`config.mk`:
```
export PLATFORM = sky130hd
export DESIGN_NAME = cipher_demux
export DESIGN_NICKNAME = d
export VERILOG_FILES = /design/src/rtl/cipher_pkg.sv /design/src/rtl/cipher_demux.sv
export SDC_FILE = /design/constraint.sdc
export NUM_CORES = 1
export LEC_CHECK = 0
export BUFFER_PORTS_ARGS = -buffer_cell sky130_fd_sc_hd__buf_2
export CAP_MARGIN = 10
export CORE_MARGIN = 1.5
export CORE_UTILIZATION = 40
export CTS_CLUSTER_DIAMETER = 50
export DETAILED_ROUTE_END_ITERATION = 8
export GPL_TIMING_DRIVEN = 0
export PLACE_DENSITY_LB_ADDON = 0.25
export SLEW_MARGIN = 20
export SYNTH_ARGS = -nofsm -noshare
export SYNTH_HDL_FRONTEND = slang
export SYNTH_SLANG_ARGS = --single-unit
```
`constraint.sdc`:
```
create_clock -name clk -period 4.8 [get_ports clk]
set_input_delay 0.48 -clock clk [delete_from_list [all_inputs] [get_ports clk]]
set_output_delay 0.48 -clock clk [all_outputs]
set_load 0.005 [all_outputs]
```
`src/rtl/cipher_pkg.sv`:
```
// Shared constants for the cipher front-end: channel selects, start token, demux states.
package cipher_pkg;

  localparam logic [1:0] SEL_CAESAR  = 2'd0;
  localparam logic [1:0] SEL_SCYTALE = 2'd1;
  localparam logic [1:0] SEL_ZIGZAG  = 2'd2;
  localparam logic [1:0] SEL_RSVD    = 2'd3;

  localparam logic [7:0] START_TOKEN = 8'hFA;

  localparam logic [1:0] IDLE = 2'd0;
  localparam logic [1:0] SEND = 2'd1;
  localparam logic [1:0] GAP  = 2'd2;

endpackage

```
`src/rtl/cipher_demux.sv`:
```
// Unpacks 32-bit master words into bytes (MSB first) and routes them to the
// decryption core chosen by select_i, stalling on that core's busy flag and
// inserting a one-cycle bubble after every start token.
module cipher_demux #(
  parameter int              MST_DWIDTH  = 32,
  parameter int              SYS_DWIDTH  = 8,
  parameter logic [7:0]      START_TOKEN = 8'hFA
) (
  input  logic                  clk,
  input  logic                  rst_n,
  input  logic [MST_DWIDTH-1:0] data_i,
  input  logic                  valid_i,
  output logic                  ready_o,
  input  logic [1:0]            select_i,
  input  logic                  busy0_i,
  input  logic                  busy1_i,
  input  logic                  busy2_i,
  output logic [SYS_DWIDTH-1:0] data0_o,
  output logic                  valid0_o,
  output logic [SYS_DWIDTH-1:0] data1_o,
  output logic                  valid1_o,
  output logic [SYS_DWIDTH-1:0] data2_o,
  output logic                  valid2_o
);

  import cipher_pkg::*;

  localparam int NBYTES = MST_DWIDTH / SYS_DWIDTH;
  localparam int IDX_W  = (NBYTES > 1) ? $clog2(NBYTES) : 1;
  localparam logic [IDX_W-1:0] LAST_IDX = IDX_W'(NBYTES - 1);

  logic [1:0]            state_q, state_d;
  logic [IDX_W-1:0]      idx_q, idx_d;
  logic                  last_q, last_d;
  logic [MST_DWIDTH-1:0] word_q, word_d;
  logic [1:0]            sel_q, sel_d;
  logic                  ready_q, ready_d;
  logic [SYS_DWIDTH-1:0] data0_q, data0_d, data1_q, data1_d, data2_q, data2_d;
  logic                  valid0_q, valid0_d, valid1_q, valid1_d, valid2_q, valid2_d;

  logic [SYS_DWIDTH-1:0] cur_byte;
  logic                  busy_sel;
  logic                  idx_last;

  // Current byte of the latched word (byte 0 is the most significant) and busy of the selected core.
  always_comb begin
    cur_byte = word_q[MST_DWIDTH - 1 - SYS_DWIDTH * int'(idx_q) -: SYS_DWIDTH];
    idx_last = (idx_q == LAST_IDX);
    case (sel_q)
      SEL_CAESAR:  busy_sel = busy0_i;
      SEL_SCYTALE: busy_sel = busy1_i;
      SEL_ZIGZAG:  busy_sel = busy2_i;
      default:     busy_sel = 1'b1;
    endcase
  end

  // Next-state logic: accept in IDLE, launch bytes in SEND, one bubble cycle in GAP.
  always_comb begin
    state_d  = state_q;
    idx_d    = idx_q;
    last_d   = last_q;
    word_d   = word_q;
    sel_d    = sel_q;
    data0_d  = data0_q;
    data1_d  = data1_q;
    data2_d  = data2_q;
    valid0_d = 1'b0;
    valid1_d = 1'b0;
    valid2_d = 1'b0;
    case (state_q)
      IDLE: begin
        // A reserved select consumes the word without producing anything.
        if (valid_i && ready_q && (select_i != SEL_RSVD)) begin
          word_d  = data_i;
          sel_d   = select_i;
          idx_d   = '0;
          last_d  = 1'b0;
          state_d = SEND;
        end
      end
      SEND: begin
        if (!busy_sel) begin
          case (sel_q)
            SEL_CAESAR:  begin data0_d = cur_byte; valid0_d = 1'b1; end
            SEL_SCYTALE: begin data1_d = cur_byte; valid1_d = 1'b1; end
            SEL_ZIGZAG:  begin data2_d = cur_byte; valid2_d = 1'b1; end
            default:     ;
          endcase
          // idx parks on the last byte; the state change ends the word instead of a wrap.
          idx_d  = idx_last ? idx_q : idx_q + 1'b1;
          last_d = idx_last;
          if (cur_byte == START_TOKEN[SYS_DWIDTH-1:0]) begin
            state_d = GAP;
          end else if (idx_last) begin
            state_d = IDLE;
          end
        end
      end
      GAP: begin
        // Gives the core one edge to raise busy after seeing the token.
        state_d = last_q ? IDLE : SEND;
      end
      default: state_d = IDLE;
    endcase
    // Ready only once the FSM has settled in IDLE, so a word never lands on the finishing edge.
    ready_d = (state_q == IDLE) && (state_d == IDLE);
  end

  // State and output registers with synchronous active-high reset.
  always_ff @(posedge clk) begin
    if (rst_n) begin
      state_q  <= IDLE;
      idx_q    <= '0;
      last_q   <= 1'b0;
      word_q   <= '0;
      sel_q    <= SEL_CAESAR;
      ready_q  <= 1'b1;
      data0_q  <= '0;
      data1_q  <= '0;
      data2_q  <= '0;
      valid0_q <= 1'b0;
      valid1_q <= 1'b0;
      valid2_q <= 1'b0;
    end else begin
      state_q  <= state_d;
      idx_q    <= idx_d;
      last_q   <= last_d;
      word_q   <= word_d;
      sel_q    <= sel_d;
      ready_q  <= ready_d;
      data0_q  <= data0_d;
      data1_q  <= data1_d;
      data2_q  <= data2_d;
      valid0_q <= valid0_d;
      valid1_q <= valid1_d;
      valid2_q <= valid2_d;
    end
  end

  assign ready_o  = ready_q;
  assign data0_o  = data0_q;
  assign data1_o  = data1_q;
  assign data2_o  = data2_q;
  assign valid0_o = valid0_q;
  assign valid1_o = valid1_q;
  assign valid2_o = valid2_q;

endmodule

```
==> results.toml <==
[status]
outcome = "finished, final reports clean"

[clock_network]
clock-sinks = 67
h-tree-depth = 3
clk-insertion-delay-late_ns = 0.34
cts_buffer_depth = 2
cts_resized = 0
clockRootBuffer = "clkbuf_8"
holdBufCountCts = 0
cts_tree = "built"
cts.clk_slew.worst_paths_ns = 0.07
numCtsBuffers = 9
post_cts_buffers = 0

[placement]
place.detailed.hpwl_um = 4666
placed_cells = 437
io_buffers = 67
gp_congestion = 0.8998

[die]
core_mm2 = 0.006386
io_pins = 68
num_rows = 29
die_y_um = 84.70
die_area_mm2 = 0.007174
die_w_um = 84.70
start_util_pct = 41.81

[global_route]
grtUsageMet2_pct = 28.86
grt_pass1_wl_um = 10630
grt_busiest_layer = "met2"
track_usage_pct = 19.31
antenna_found_initial = 0
grtUsageMet1_pct = 27.37
grt_max_degree = 12
grt_use_met3_pct = 3.540
grt_pass1_vias = 2122
grt-ovfl-total = 0

[setup_path]
worst_path_max_delay_cell = "mux4_1"
max_stage_delay_ns = 0.70
critPathKind = "reg2reg"
path_cells = "buf_6 > mux4_1 > nand2_1 > a2111oi_0 > a221oi_2"
r2r_end = "state_q[0]"
crit_path_end_kind = "flip-flop"
rr_worst_depth = 5
r2r_slack_ns = 2.94
crit_fanout = 10
r2r-start = "idx_q[0]"
cp.depth = 5
start_kind = "flip-flop"
arrival_ns = 2.12
crit_family = "multiplexers"
required_ns = 5.05
crit_buf_inv = 1

[timing]
finalClockSkew_ns = 0.01087
setup-tns-final_ns = 0
period_minus_slack_ns = 1.863
hold_viol = 0
fin_hold_ws_ns = 0.3716
finalSetupViolations = 0
fmax_mhz = 536.8
slew_headroom_pct = 63.52
rsz0062_at_grt = "false"
period_share_pct = 38.81
tightest_slew_ns = 0.5334
finalMaxSlewViolations = 0

[routing]
viasPerCell = 5.113
vias = 2311
drt_pass1_iterations = 4
drt_iter0_markers = 74
finalWirelength_um = 6601
detail-route-antenna-nets = 0
drc = 0
wire_per_inst_um = 14.60

[pwr]
p_leak_nw = 1.456
vdd_drop_max_v = 0.0001937
cellPowerDensity_mw_per_mm2 = 354.9

[worst_hold_path]
worstHoldPathType = "in2reg"
hold_end = "word_q[6]"
worstHoldStart = "data_i[6]"
hold_depth = 3

[synth]
synth_seq_cells = 67
yosysSeqAreaShare_pct = 50.23
synth_cell_types = 35
syn_nets = 334
syn_avg_cell_area_um2 = 9.113
yosys_warnings = 0
netlist_area_mm2 = 0.002670
synth_cells = 293

[final_layout]
area_delta_synth_final_pct = 23.01
drive_gt1_share_pct = 25.33
most-common-layout-cells = "nand2_1, buf_2, dfxtp_1, a21oi_1, nor2_1"
final_common_cell = "nand2_1"
nets = 412
diodes = 0
stdcell_count = 452

[run]
max-cap-violations = 0
[metal layers]
metal  share of wire, %  vias up
li1                   -     1171
met1                 48     1047
met2                 44       84
met3                6.5        9
met4                1.7        0
met5                  0        -
[worst min-delay path, stage by stage]
cell     delay, ns
buf_2         0.09
nand2_1       0.04
a21oi_1       0.05
[power by group]
part	internal, mW	switching (mW)	total [mW]
clock	0.235	0.211	0.446
combinational	0.0510	0.0784	0.129
sequential	0.578	0.0124	0.591
[layout make-up]
cell class | count | area, um2
Fill cell | 655 | 3102
Multi-Input combinational cell | 206 | 1234
Buffer | 20 | 95.09
Clock inverter | 5 | 55.05
Clock buffer | 10 | 127.6
Tap cell | 77 | 96.34
Timing Repair Buffer | 67 | 335.3
Sequential cell | 67 | 1341
[worst max path at each step]
stage | start | end | slack [ns]
global placement | select_i[1] | word_q[17] | 2.91
floorplan | idx_q[0] | state_q[0] | 3.11
detailed placement | select_i[1] | word_q[31] | 2.90
CTS | idx_q[0] | state_q[0] | 2.94
global route | state_q[1] | word_q[31] | 2.79
finish | idx_q[0] | state_q[0] | 2.94
[state kept, by name, summed over array words and instances, names as in the netlist]
register	flops
word_q	32
data0_o	8
data1_o	8
data2_o	8
idx_q	2
sel_q	2
state_q	2
last_q	1
ready_o	1
valid0_o	1
valid1_o	1
valid2_o	1
[cell families after synthesis]
kind of cell | share of synthesized area, %
AND/OR/NAND/NOR | 19.59
buffers and inverters | 3.561
flip-flops | 50.23
multiplexers | 13.87
AO/OA/AOI/OAI | 12.28
adder cells (fa/ha/maj) | 0.4685
[cell usage after synthesis]
cell type | number | area (um2)
a2111oi_0 | 1 | 8.760
a211oi_1 | 1 | 7.510
a21o_1 | 2 | 15.01
a21oi_1 | 44 | 220.2
a221oi_2 | 1 | 15.01
a31oi_1 | 1 | 6.260
and3_1 | 1 | 6.260
and3_4 | 1 | 11.26
and4_1 | 1 | 8.760
and4bb_1 | 1 | 12.51
buf_1 | 2 | 7.510
buf_2 | 3 | 15.01
buf_6 | 2 | 22.52
clkbuf_1 | 12 | 45.04
clkbuf_2 | 1 | 5.000
dfxtp_1 | 67 | 1341
ha_1 | 1 | 12.51
mux2_2 | 1 | 11.26
mux2i_1 | 16 | 160.2
mux4_1 | 5 | 131.4
mux4_2 | 3 | 67.56
nand2_1 | 79 | 296.5
nand2b_1 | 1 | 6.260
nand3_1 | 9 | 45.04
nand4_1 | 1 | 6.260
nand4b_1 | 1 | 8.760
nor2_1 | 24 | 90.09
nor2b_1 | 1 | 6.260
nor3b_1 | 1 | 7.510
o211ai_1 | 4 | 30.03
o21ba_2 | 1 | 10.01
o21bai_1 | 1 | 7.510
o31ai_1 | 1 | 7.510
or4_1 | 1 | 7.510
or4b_2 | 1 | 10.01
[through the flow]
step	util [%]	power, mW	area (um2)	setup slack [ns]
6_report	51.43	1.166	3284	2.937
5_1_grt	51.43	1.217	3284	2.788
4_1_cts	51.43	1.173	3284	2.938
3_5_place_dp	48.57	0.7321	3102	2.900
3_3_place_gp	48.57	0.7301	3102	2.912
2_1_floorplan	-	0.6821	2670	3.114
Power figures use the tool's default switching activity.
